===== src/rtl/c16_snd_pkg.sv =====
// rtl/c16_snd_pkg.sv - shared codes, ctrl bits and FSM states for the c16 sound unit.
// Noise helpers exist only when SND_NOISE_EN is defined.
package c16_snd_pkg;

  localparam logic [1:0] SND_P_PERIOD   = 2'd0;
  localparam logic [1:0] SND_P_VOLUME   = 2'd1;
  localparam logic [1:0] SND_P_DURATION = 2'd2;
  localparam logic [1:0] SND_P_CTRL     = 2'd3;

  localparam int CTRL_EN_BIT = 0;

  typedef enum logic [1:0] {
    ST_IDLE = 2'd0,
    ST_ACC  = 2'd1,
    ST_OUT  = 2'd2,
    ST_HOLD = 2'd3
  } snd_state_e;

`ifdef SND_NOISE_EN
  localparam int          CTRL_NOISE_BIT = 1;
  localparam logic [14:0] LFSR_SEED      = 15'h0001;

  // x^15 + x^14 + 1, shifting toward the msb.
  function automatic logic [14:0] lfsr_next(input logic [14:0] s);
    return {s[13:0], s[14] ^ s[13]};
  endfunction
`endif

endpackage


===== src/rtl/c16_snd_voice.sv =====
// rtl/c16_snd_voice.sv - one tone voice: registers, phase, polarity and its signed contribution.
// LFSR noise mode is built only when SND_NOISE_EN is defined.
module c16_snd_voice
  import c16_snd_pkg::*;
(
  input  logic              clk,
  input  logic              reset,
  input  logic              wr_en,
  input  logic [1:0]        w_param,
  input  logic [15:0]       w_val,
  input  logic              step,
  output logic signed [8:0] contrib
);

  logic [15:0] period_q, period_d;
  logic [15:0] phase_q, phase_d;
  logic [15:0] duration_q, duration_d;
  logic [7:0]  volume_q, volume_d;
  logic        en_q, en_d;
  logic        pol_q, pol_d;

  logic        active, wrap, sign, pol_step;
  logic [15:0] phase_inc, phase_step;

`ifdef SND_NOISE_EN
  logic        noise_q, noise_d;
  logic [14:0] lfsr_q, lfsr_d, lfsr_step;
`endif

  always_comb begin
    period_d   = period_q;
    phase_d    = phase_q;
    duration_d = duration_q;
    volume_d   = volume_q;
    en_d       = en_q;
    pol_d      = pol_q;
`ifdef SND_NOISE_EN
    noise_d    = noise_q;
    lfsr_d     = lfsr_q;
    lfsr_step  = lfsr_q;
`endif

    active     = en_q && (period_q != 16'd0);
    phase_inc  = phase_q + 16'd1;
    wrap       = (phase_inc >= period_q);
    phase_step = phase_q;
    pol_step   = pol_q;

    if (active) begin
      phase_step = wrap ? 16'd0 : phase_inc;
      if (wrap) begin
`ifdef SND_NOISE_EN
        if (noise_q) lfsr_step = lfsr_next(lfsr_q);
        else         pol_step  = ~pol_q;
`else
        pol_step = ~pol_q;
`endif
      end
    end

    // The sign reflects this sample's step, so a wrap is heard immediately.
`ifdef SND_NOISE_EN
    sign = noise_q ? lfsr_step[0] : pol_step;
`else
    sign = pol_step;
`endif

    contrib = '0;
    if (active) contrib = sign ? $signed({1'b0, volume_q}) : -$signed({1'b0, volume_q});

    if (step) begin
      phase_d = phase_step;
      pol_d   = pol_step;
`ifdef SND_NOISE_EN
      lfsr_d  = lfsr_step;
`endif
      if (en_q && (duration_q != 16'd0)) begin
        duration_d = duration_q - 16'd1;
        if (duration_q == 16'd1) en_d = 1'b0;
      end
    end

    // A register write overrides whatever the step just computed for that field.
    if (wr_en) begin
      case (w_param)
        SND_P_PERIOD: begin
          period_d = w_val;
          phase_d  = 16'd0;
          pol_d    = 1'b0;
`ifdef SND_NOISE_EN
          lfsr_d   = LFSR_SEED;
`endif
        end
        SND_P_VOLUME:   volume_d   = w_val[7:0];
        SND_P_DURATION: duration_d = w_val;
        SND_P_CTRL: begin
          en_d    = w_val[CTRL_EN_BIT];
`ifdef SND_NOISE_EN
          noise_d = w_val[CTRL_NOISE_BIT];
`endif
        end
        default: ;
      endcase
    end
  end

  always_ff @(posedge clk) begin
    if (reset) begin
      period_q   <= '0;
      phase_q    <= '0;
      duration_q <= '0;
      volume_q   <= '0;
      en_q       <= 1'b0;
      pol_q      <= 1'b0;
`ifdef SND_NOISE_EN
      noise_q    <= 1'b0;
      lfsr_q     <= LFSR_SEED;
`endif
    end else begin
      period_q   <= period_d;
      phase_q    <= phase_d;
      duration_q <= duration_d;
      volume_q   <= volume_d;
      en_q       <= en_d;
      pol_q      <= pol_d;
`ifdef SND_NOISE_EN
      noise_q    <= noise_d;
      lfsr_q     <= lfsr_d;
`endif
    end
  end

endmodule


===== src/rtl/c16_snd.sv =====
// rtl/c16_snd.sv - c16 sound unit: voice bank, sample divider, mixing FSM and codec handshake.
// Optional LFSR noise voices are enabled with SND_NOISE_EN.
module c16_snd
  import c16_snd_pkg::*;
#(
  parameter int NUM_VOICES = 4,
  parameter int SAMPLE_DIV = 1042,
  parameter int VOL_SHIFT  = 5,
  parameter int OUT_W      = 16
) (
  input  logic                    clk,
  input  logic                    reset,
  input  logic                    snd_wen,
  input  logic [1:0]              w_param,
  input  logic [10:0]             w_index,
  input  logic [15:0]             w_val,
  output logic signed [OUT_W-1:0] sample,
  output logic                    sample_valid,
  input  logic                    sample_ready,
  output logic                    overrun
);

  localparam int VIDX_W = (NUM_VOICES > 1) ? $clog2(NUM_VOICES) : 1;
  localparam int ACC_W  = 8 + $clog2(NUM_VOICES) + 2;
  localparam int DIV_W  = $clog2(SAMPLE_DIV);
  localparam int WIDE_W = ACC_W + VOL_SHIFT + OUT_W;
  localparam logic signed [WIDE_W-1:0] SAT_MAX = WIDE_W'((1 <<< (OUT_W - 1)) - 1);
  localparam logic signed [WIDE_W-1:0] SAT_MIN = -SAT_MAX - 1;

  snd_state_e               state_q, state_d;
  logic [VIDX_W-1:0]        v_q, v_d;
  logic signed [ACC_W-1:0]  acc_q, acc_d;
  logic signed [OUT_W-1:0]  sample_q, sample_d;
  logic                     valid_q, valid_d;
  logic                     overrun_q, overrun_d;
  logic [DIV_W-1:0]         div_q, div_d;

  logic                     tick, idx_ok;
  logic signed [8:0]        contrib [NUM_VOICES];
  logic signed [8:0]        contrib_sel;
  logic signed [WIDE_W-1:0] wide;

  assign idx_ok = (w_index < 11'(NUM_VOICES));

  for (genvar i = 0; i < NUM_VOICES; i++) begin : g_voice
    c16_snd_voice u_voice (
      .clk     (clk),
      .reset   (reset),
      .wr_en   (snd_wen && idx_ok && (w_index[VIDX_W-1:0] == VIDX_W'(i))),
      .w_param (w_param),
      .w_val   (w_val),
      .step    ((state_q == ST_ACC) && (v_q == VIDX_W'(i))),
      .contrib (contrib[i])
    );
  end

  assign contrib_sel = contrib[v_q];
  assign tick        = (div_q == DIV_W'(SAMPLE_DIV - 1));

  always_comb begin
    state_d   = state_q;
    v_d       = v_q;
    acc_d     = acc_q;
    sample_d  = sample_q;
    valid_d   = valid_q;
    div_d     = tick ? '0 : div_q + DIV_W'(1);
    overrun_d = tick && (state_q != ST_IDLE);
    wide      = WIDE_W'(acc_q) <<< VOL_SHIFT;

    case (state_q)
      ST_IDLE: begin
        if (tick) begin
          state_d = ST_ACC;
          v_d     = '0;
          acc_d   = '0;
        end
      end
      ST_ACC: begin
        acc_d = acc_q + ACC_W'(contrib_sel);
        if (v_q == VIDX_W'(NUM_VOICES - 1)) state_d = ST_OUT;
        else                                v_d     = v_q + VIDX_W'(1);
      end
      ST_OUT: begin
        if (wide > SAT_MAX)      sample_d = {1'b0, {(OUT_W-1){1'b1}}};
        else if (wide < SAT_MIN) sample_d = {1'b1, {(OUT_W-1){1'b0}}};
        else                     sample_d = wide[OUT_W-1:0];
        valid_d = 1'b1;
        state_d = ST_HOLD;
      end
      ST_HOLD: begin
        if (sample_ready) begin
          valid_d = 1'b0;
          state_d = ST_IDLE;
        end
      end
      default: state_d = ST_IDLE;
    endcase
  end

  always_ff @(posedge clk) begin
    if (reset) begin
      state_q   <= ST_IDLE;
      v_q       <= '0;
      acc_q     <= '0;
      sample_q  <= '0;
      valid_q   <= 1'b0;
      overrun_q <= 1'b0;
      div_q     <= '0;
    end else begin
      state_q   <= state_d;
      v_q       <= v_d;
      acc_q     <= acc_d;
      sample_q  <= sample_d;
      valid_q   <= valid_d;
      overrun_q <= overrun_d;
      div_q     <= div_d;
    end
  end

  assign sample       = sample_q;
  assign sample_valid = valid_q;
  assign overrun      = overrun_q;

endmodule


===== config.mk =====
export PLATFORM = sky130hd
export DESIGN_NAME = c16_snd
export DESIGN_NICKNAME = d
export VERILOG_FILES = /design/src/rtl/c16_snd_pkg.sv /design/src/rtl/c16_snd_voice.sv /design/src/rtl/c16_snd.sv
export SDC_FILE = /design/constraint.sdc
export NUM_CORES = 1
export LEC_CHECK = 0
export ABC_AREA = 1
export CAP_MARGIN = 40
export CORE_UTILIZATION = 40
export CTS_BUF_LIST = sky130_fd_sc_hd__clkbuf_4 sky130_fd_sc_hd__clkbuf_8
export DETAILED_ROUTE_END_ITERATION = 6
export PLACE_DENSITY = 0.62
export SLEW_MARGIN = 20
export SYNTH_ARGS = -nofsm -noshare
export SYNTH_HDL_FRONTEND = slang
export SYNTH_HIERARCHICAL = 1
export SYNTH_SLANG_ARGS = --single-unit

===== constraint.sdc =====
create_clock -name clk -period 3.85 [get_ports clk]
set_clock_uncertainty 0.05 [all_clocks]
set_input_delay 0.385 -clock clk [delete_from_list [all_inputs] [get_ports clk]]
set_output_delay 0.385 -clock clk [all_outputs]
set_load 0.03 [all_outputs]

==> results.cfg, run 1 <==
[clocking]
clock_sinks = 273
postCtsHoldBufs = 0
clkTransAtPathRegs_ps = 60
insertion_delay_ps = 650
cts_buffers = 52
cts-root-buf = clkbuf_8
htree_levels = 2
cts_max_path_buffers = 3
cts_tree = yes

[layout]
fin_nets = 2940
final_area_um2 = 21900
n_antenna_cell = 0
fillers = 4344
fin_util_pct = 50.5
post_route_cells_drive_above_1_share_pct = 21.6
area_delta_synth_final_pct = 24.0

[setup_path]
crit_top_cell = nand2_2
endpoint_kind = flip-flop
cp.required_ps = 4370
slowest_delay_ps = 380
crit_fanout = 8
crit_slowest_cell = dfxtp_4
crit_type = reg -> reg
cp_top_family = simple AND/OR/NAND/NOR gates
start_kind = flip-flop
worstPathArrival_ps = 4540
crit_buf_inv = 5

[drt]
vias_per_cell = 5.04
wl_per_cell_um = 14.7
drt-initial-drc-count = 1189
drc = 0
num_vias = 17200
drt_pass1_iterations = 6
wirelength_um = 50200
ant_nets = 0

[yosys]
synth-edff-count = 0
synth_area_um2 = 17700
netlist.area_leader.share_pct = 30.9
synth_most_common_cell = nand2_1
ys_ff_latch = 273
synthTopCellsByCount = 510 x nand2_1, 347 x inv_1, 282 x nor2_1
syn_nets = 2742
synth_cell_types = 52
synthFlopType = dfxtp_1
syn_avg_cell_area_um2 = 6.79
synth_cells = 2602
synth.area.top_cells = dfxtp_1 31%, nand2_1 11%, ha_1 7.5%
synth_top_area_cell = dfxtp_1
synth-seq-area-share_pct = 30.9
async_flop_share_pct = 0
yosysWarningCount = 6

[placed_design]
place_ws_ps = -366
place_congestion = 0.898
post_dp_cell_area_um2 = 19500
dp_hpwl_um = 35600
io_buffers = 50

[timing]
tightest_slew_ps = 848
slew_headroom_pct = 43.3
finalSetupTns_ps = -1170
rsz0062_at_grt = true
final.setup.worst_slack_ps = -178
hold_viol_final = 0
fin_crit_ps = 4030
setup_viol = 9
holdWs_ps = 224
fmax_mhz = 248
fin_crit_sh_pct = 105
final_max_slew_viol_count = 0

[status]
failed_checks = negative setup slack
status = complete, but fails checks

[min_path]
min_path_type = in -> reg

[floorplan]
row_count = 76
dieArea_um2 = 45000
die_x_um = 212
io_pins = 51
start_util_pct = 40.7
dieHeight_um = 212
core_area_um2 = 43400

[power]
vdd_ir_drop_max_v = 0.000223
cellLeakagePower_uw = 0.0100
p_per_area_nw_per_um2 = 315

[global_route]
globalRouteTotalUtil_pct = 22.1
antenna_found_initial = 2
grt_start_max_net_pins = 34
grt_pass1_vias = 16400
grt-ovfl-total = 0
grt_pass1_wl_um = 80900

[flow_run]
maxCapViolCount = 0
-- path summary, 6_finish.rpt --
kind                                            startpoint                      end  slack (ps)  cells after the start
hold / removal                                       reset   acc_q[11]$_SDFFE_PP0P_         220                      2
setup reg to reg  g_voice[3].u_voice/phase_q[0]$_SDFF_PP0_    acc_q[7]$_SDFFE_PP0P_        -180                     33
hold reg to reg                    sample[12]$_SDFFE_PP0P_  sample[12]$_SDFFE_PP0P_         410                      2
setup / recovery  g_voice[3].u_voice/phase_q[0]$_SDFF_PP0_    acc_q[7]$_SDFFE_PP0P_        -180                     33
-- layout make-up --
cell class,count,area (um^2),area share (%)
clock buffers,79,987,4.51
clock inverters,12,115,0.526
inverters,383,1440,6.57
multi-input cells,1884,11300,51.7
flip-flops and latches,273,5520,25.2
well taps,585,732,3.34
repair buffers,206,1800,8.20
-- what timing repair did --
action	4_1_cts	5_1_grt
setup endpoints to repair	10	11
resized for setup	60	186
gates cloned	3	2
buffers inserted	13	25
pin swaps	47	124
-- per-stage QoR --
step,power [uW],cells
2_1_floorplan,3450,2602
3_3_place_gp,3740,3278
3_5_place_dp,3760,3287
4_1_cts,6900,3394
5_1_grt,7190,3422
6_report,6890,3422
-- sequential cells by signal, indices dropped and copies added, names as in the netlist --
signal                      count
overrun                         1
g_voice.u_voice/en_q            4
sample_valid                    1
g_voice.u_voice/period_q       64
acc_q                          12
g_voice.u_voice/phase_q        64
state_q                         2
sample                         12
g_voice.u_voice/volume_q       32
g_voice.u_voice/pol_q           4
g_voice.u_voice/duration_q     64
div_q                          11
v_q                             2
-- where the power goes --
group          internal (uW)  leakage, uW  switching, uW  total (uW)
Clock                   1760     0.000586           1310        3070
Sequential              2860      0.00221           39.7        2900
Combinational            351      0.00725            578         929
-- per-layer routing --
metal,global-route usage (%),part of all wire (%),vias up
li1,-,-,8804
met1,27.0,44,7980
met2,39.5,49,338
met3,3.53,4.5,109
met4,7.00,2.9,0
met5,0,0,-
-- logic make-up (layout without fill, tap and decap cells) --
family                     Yosys count  in the layout  synth area share [%]
adders and majority gates          107            107                  7.62
DFF                                273            273                  30.9
and+or+nand+nor                   1143           1148                  30.4
buffers and inverters              450            680                  9.89
AOI/OAI and AO/OA                  526            526                  16.0
xor gates and xnor gates           103            103                  5.15
-- placed cells by master, fill, tap and decap left out, types with 6 or more instances in the layout --
| cell type | instances |
|---|---|
| a21oi_1 | 214 |
| a21oi_2 | 30 |
| a22oi_1 | 10 |
| a31oi_1 | 8 |
| buf_4 | 133 |
| buf_6 | 13 |
| buf_8 | 9 |
| clkbuf_4 | 16 |
| clkbuf_8 | 63 |
| clkdlybuf4s50_1 | 49 |
| clkinv_2 | 8 |
| dfxtp_1 | 249 |
| dfxtp_2 | 16 |
| dfxtp_4 | 8 |
| ha_1 | 90 |
| ha_4 | 15 |
| inv_1 | 342 |
| inv_2 | 35 |
| nand2_1 | 460 |
| nand2_2 | 68 |
| nand2_4 | 31 |
| nand2_8 | 6 |
| nand3_1 | 102 |
| nand3_2 | 19 |
| nand3_4 | 7 |
| nand3b_1 | 9 |
| nand4_1 | 42 |
| nor2_1 | 262 |
| nor2_2 | 57 |
| nor2_4 | 17 |
| nor3_1 | 33 |
| nor3_2 | 13 |
| o211ai_1 | 13 |
| o21ai_0 | 189 |
| o21ai_1 | 38 |
| o21ai_2 | 6 |
| xnor2_1 | 17 |
| xor2_1 | 78 |
Note: power is estimated with default switching activity, not from simulation.
==> run 2: changes to the inputs <==
--- a/config.mk
+++ b/config.mk
@@ -11,7 +11,6 @@
 export CTS_BUF_LIST = sky130_fd_sc_hd__clkbuf_4 sky130_fd_sc_hd__clkbuf_8
 export DETAILED_ROUTE_END_ITERATION = 6
 export PLACE_DENSITY = 0.62
-export SLEW_MARGIN = 20
 export SYNTH_ARGS = -nofsm -noshare
 export SYNTH_HDL_FRONTEND = slang
 export SYNTH_HIERARCHICAL = 1
==> run 2 against run 1 <==
  * The flow still finishes with violations (negative setup slack)
  * Final cell count hardly changed
  * Global-route usage fell by 0.14 points
  * Sequential power barely moved
  * Non-clock buffer count down 5
  * Sequential cell count unchanged
  * Largest cell class unchanged
  * Count of clock-buffer cells in the layout is 4 lower
  * Hold slack improved by 6.7 ps
  * Critical endpoint unchanged
  * Setup slack worse by 18 ps
==> results.cfg, run 2 (synthesized netlist as in run 1, its figures left out) <==
[floorplan]
dieHeight_um = 212
io_pins = 51
die_x_um = 212
start_util_pct = 40.7
dieArea_um2 = 45000
core_area_um2 = 43400
row_count = 76

[clocking]
cts_tree = yes
htree_levels = 2
cts_buffers = 51
clock_sinks = 273
insertion_delay_ps = 660
postCtsHoldBufs = 0
cts_max_path_buffers = 3
clkTransAtPathRegs_ps = 60
cts-root-buf = clkbuf_8

[placed_design]
io_buffers = 50
dp_hpwl_um = 35000
place_congestion = 0.898
place_ws_ps = -331

[layout]
final_common_cell = nand2_1
fin_nets = 2933
top_regs = g_voice.u_voice/duration_q (64), g_voice.u_voice/period_q (64), g_voice.u_voice/phase_q (64)
post_route_cells_drive_above_1_share_pct = 20.6
area_delta_synth_final_pct = 23.0
final_cell_mix = 474 x nand2_1, 343 x inv_1, 265 x nor2_1

[timing]
fin_crit_ps = 4050
final_max_slew_viol_count = 0
rsz0062_at_grt = true
slew_headroom_pct = 37.3
fmax_mhz = 247
final.setup.worst_slack_ps = -196
setup_viol = 10
hold_viol_final = 0
holdWs_ps = 230
tightest_slew_ps = 940
fin_crit_sh_pct = 105

[global_route]
grt_pass1_vias = 16200
globalRouteTotalUtil_pct = 22.0
grt_start_max_net_pins = 34
grt-ovfl-total = 0
antenna_found_initial = 3
grt_pass1_wl_um = 80100

[setup_path]
worstPathArrival_ps = 4550
cp.required_ps = 4360
crit_slowest_cell = dfxtp_4
r2r_cells = 29
slowest_delay_ps = 370
start_kind = flip-flop
endpoint_kind = flip-flop
crit_type = reg -> reg
crit_fanout = 4
crit_top_cell = nand2_1

[status]
failed_checks = negative setup slack
status = complete, but fails checks

[power]
cellLeakagePower_uw = 0.00996
power_frac_comb_pct = 13.3
internal-power_uw = 4940
seqPwrFrac_pct = 42.0
vdd_ir_drop_max_v = 0.000220
power_frac_clock_pct = 44.7
p_per_area_nw_per_um2 = 317
power.net_switching_uw = 1950
switching_share_pct = 28.3

[drt]
ant_nets = 0
drc = 0
vias_per_cell = 5.00
drt_pass1_iterations = 5
num_vias = 17100
drt-initial-drc-count = 1100
wl_per_cell_um = 14.6
wirelength_um = 50000

[min_path]
holdPathStages = 2
min_path_type = in -> reg

[flow_run]
maxCapViolCount = 0
[run 2: layout make-up]
type	count	area, um^2
clock buffers	75	963
flip-flops and latches	273	5510
fillers	4318	21600
well taps	585	732
clock inverters	18	146
diodes	1	2.50
multi-input cells	1883	11200
inverters	383	1440
repair buffers	201	1760
[run 2: per-stage QoR]
step                      setup TNS (ps)  utilization [%]  area [um^2]  std cells  power [uW]
after CTS                           -852             48.3        21000       3392        6900
after global routing               -3750             50.1        21700       3419        7190
after global placement             -1900             44.8        19400       3278        3740
after floorplan                        0                -        17700       2602        3450
after detailed placement           -2440             45.1        19600       3287        3770
final                              -1230             50.1        21700       3419        6890
[run 2: final timing paths]
check	start	end	slack (ps)
max reg2reg	g_voice[3].u_voice/phase_q[0]$_SDFF_PP0_	acc_q[7]$_SDFFE_PP0P_	-200
min reg2reg	sample[12]$_SDFFE_PP0P_	sample[12]$_SDFFE_PP0P_	410
max	g_voice[3].u_voice/phase_q[0]$_SDFF_PP0_	acc_q[7]$_SDFFE_PP0P_	-200
min	reset	sample[12]$_SDFFE_PP0P_	230
[run 2: per-layer routing]
metal	track usage [%]	vias up	part of all wire, %
li1	-	8786	-
met4	7.00	0	2.7
met2	39.2	320	49
met5	0	-	0
met3	3.32	99	4.2
met1	27.0	7877	44
[run 2: power groups by stage]
stage	combinational (uW)	clock, uW	sequential (uW)
4_1_cts	830	3180	2900
3_3_place_gp	783	0	2960
3_5_place_dp	808	0	2960
2_1_floorplan	475	0	2980
6_report	918	3080	2890
5_1_grt	1000	3290	2900
[run 2: timing repair]
| action | 4_1_cts | 5_1_grt |
|---|---|---|
| gates cloned | 2 | 2 |
| pin swaps | 35 | 107 |
| endpoints found under the setup margin | 10 | 11 |
| endpoints found under the hold margin | 0 | 0 |
| resized for setup | 54 | 146 |
| buffers inserted | 10 | 24 |
[run 2: worst max-delay path, delay by kind of cell (launching register included)]
kind,cells,cell delay [ps]
buffers and inverters,4,390
AOI/OAI and AO/OA,4,680
DFF,1,370
xor gates and xnor gates,2,270
adders and majority gates,3,730
and+or+nand+nor,16,1460
==> run 3: changes to the inputs <==
--- a/config.mk
+++ b/config.mk
@@ -7,10 +7,12 @@
 export LEC_CHECK = 0
 export ABC_AREA = 1
 export CAP_MARGIN = 40
+export CORE_ASPECT_RATIO = 0.9
 export CORE_UTILIZATION = 40
 export CTS_BUF_LIST = sky130_fd_sc_hd__clkbuf_4 sky130_fd_sc_hd__clkbuf_8
 export DETAILED_ROUTE_END_ITERATION = 6
 export PLACE_DENSITY = 0.62
+export RECOVER_POWER = 100
 export SYNTH_ARGS = -nofsm -noshare
 export SYNTH_HDL_FRONTEND = slang
 export SYNTH_HIERARCHICAL = 1
==> run 3 against run 2 <==
  * The flow still finishes with violations (negative setup slack)
  * Setup slack better by 47 ps
  * Via count is 1.5% higher
  * Sequential share of layout area down 0.44 points
  * Final cell count about the same
  * Register-to-register slack improved by 50 ps
  * First-iteration DRC count is 4.2% lower
  * Sequential cell count unchanged
  * Critical path depth grew 2
  * Final area grew 1.9%
  * Sequential power about the same
  * Non-clock buffer count up 34
  * Critical endpoint is now acc_q[10]$_SDFFE_PP0P_
==> results.cfg, run 3 (synthesized netlist as in run 1, its figures left out) <==
[status]
status = complete, but fails checks
failed_checks = negative setup slack

[timing]
hold_viol_final = 0
slew_headroom_pct = 21.5
tightest_slew_ps = 1180
finalSetupTns_ps = -914
fin_crit_ps = 4000
holdWs_ps = 352
setup_viol = 9
fin_crit_sh_pct = 104
rsz0062_at_grt = true
final_max_slew_viol_count = 0
final.setup.worst_slack_ps = -149
fmax_mhz = 250

[layout]
final_common_cell = nand2_1
n_antenna_cell = 0
post_route_cells_drive_above_1_share_pct = 22.1
final_cell_mix = 468 x nand2_1, 343 x inv_1, 260 x nor2_1
fillers = 4153
area_delta_synth_final_pct = 25.3
final_area_um2 = 22100
fin_util_pct = 51.2
top_regs = g_voice.u_voice/duration_q (64), g_voice.u_voice/period_q (64), g_voice.u_voice/phase_q (64)
fin_nets = 2967

[drt]
drt_pass1_iterations = 5
vias_per_cell = 5.07
ant_nets = 0
wl_per_cell_um = 14.8
num_vias = 17300
drt-initial-drc-count = 1054
drc = 0
wirelength_um = 50600

[clocking]
insertion_delay_ps = 660
clock_sinks = 273
cts_buffers = 51
cts-root-buf = clkbuf_8
cts_max_path_buffers = 3
clkTransAtPathRegs_ps = 60
postCtsHoldBufs = 0
htree_levels = 2
cts_tree = yes

[global_route]
globalRouteTotalUtil_pct = 21.8
grt_start_max_net_pins = 36
grt-ovfl-total = 0
grt_pass1_wl_um = 80400
antenna_found_initial = 2
grt_pass1_vias = 16300

[setup_path]
crit_top_cell = nand2_2
endpoint_kind = flip-flop
r2r_setup_slack_ps = -150
r2r_end = acc_q[10]$_SDFFE_PP0P_
worstSetupPathDepth = 31
r2r-start = g_voice[3].u_voice/phase_q[1]$_SDFF_PP0_
crit_buf_inv = 2
crit_fanout = 8
slowest_delay_ps = 380
crit_slowest_cell = dfxtp_4
cp.required_ps = 4350
start_kind = flip-flop
cp_top_family = simple AND/OR/NAND/NOR gates
r2r_cells = 31
worstPathArrival_ps = 4500
crit_type = reg -> reg

[floorplan]
io_pins = 51
core_area_um2 = 43200
dieHeight_um = 201
start_util_pct = 40.9
dieArea_um2 = 45000
die_x_um = 224
row_count = 72

[placed_design]
post_dp_cell_area_um2 = 19600
place_ws_ps = -349
io_buffers = 50
place_congestion = 0.888
dp_hpwl_um = 35000

[min_path]
min_from = reset
min_path_type = in -> reg
holdPathStages = 4
min_to = g_voice[0].u_voice/duration_q[1]$_SDFF_PP0_

[power]
p_per_area_nw_per_um2 = 311
cellLeakagePower_uw = 0.0102
vdd_ir_drop_max_v = 0.000285

[flow_run]
maxCapViolCount = 0
## run 3: metrics by stage
stage | std cells | total power, uW
floorplan | 2602 | 3450
global placement | 3261 | 3740
detailed placement | 3269 | 3770
CTS | 3394 | 6870
global route | 3416 | 7180
finish | 3416 | 6880
## run 3: worst max path at each step
stage / start / endpoint / slack, ps
detailed placement: g_voice[3].u_voice/phase_q[0]$_SDFF_PP0_ / acc_q[10]$_SDFFE_PP0P_ / -350
global placement: g_voice[3].u_voice/phase_q[0]$_SDFF_PP0_ / acc_q[10]$_SDFFE_PP0P_ / -290
global route: g_voice[3].u_voice/phase_q[1]$_SDFF_PP0_ / acc_q[7]$_SDFFE_PP0P_ / -370
finish: g_voice[3].u_voice/phase_q[1]$_SDFF_PP0_ / acc_q[10]$_SDFFE_PP0P_ / -150
floorplan: g_voice[3].u_voice/phase_q[0]$_SDFF_PP0_ / acc_q[11]$_SDFFE_PP0P_ / 100
CTS: g_voice[3].u_voice/phase_q[0]$_SDFF_PP0_ / acc_q[7]$_SDFFE_PP0P_ / -130
## run 3: metal layers
| metal | track usage, % | routed length [um] |
|---|---|---|
| met5 | 0 | 0 |
| met4 | 6.82 | 1450 |
| met3 | 3.97 | 2580 |
| met2 | 36.7 | 23600 |
| met1 | 28.1 | 23000 |
## run 3: power breakdown
part | switching, uW | internal, uW | total, uW
Combinational | 593 | 348 | 941
Clock | 1300 | 1740 | 3050
Sequential | 38.2 | 2860 | 2900
Total | 1930 | 4950 | 6880
## run 3: layout make-up
class	count	area, um^2	area share, %
tap	555	694	3.14
clock buffer	80	1030	4.63
clock inverter	7	66.3	0.300
timing repair buffer	235	1980	8.96
sequential	273	5510	24.9
inverter	383	1440	6.50
multi-input combinational	1883	11400	51.6
## run 3: repair_timing
| item | 4_1_cts | 5_1_grt |
|---|---|---|
| setup buffers | 36 | 25 |
| gates resized for setup | 80 | 186 |
| pin swaps | 49 | 125 |
| gates cloned | 2 | 2 |
| setup endpoints to repair | 10 | 12 |
## run 3: tightest hold or removal path: stages
cell	delay [ps]
buf_2	330
nor2_1	170
o21ai_0	80
inv_1	50
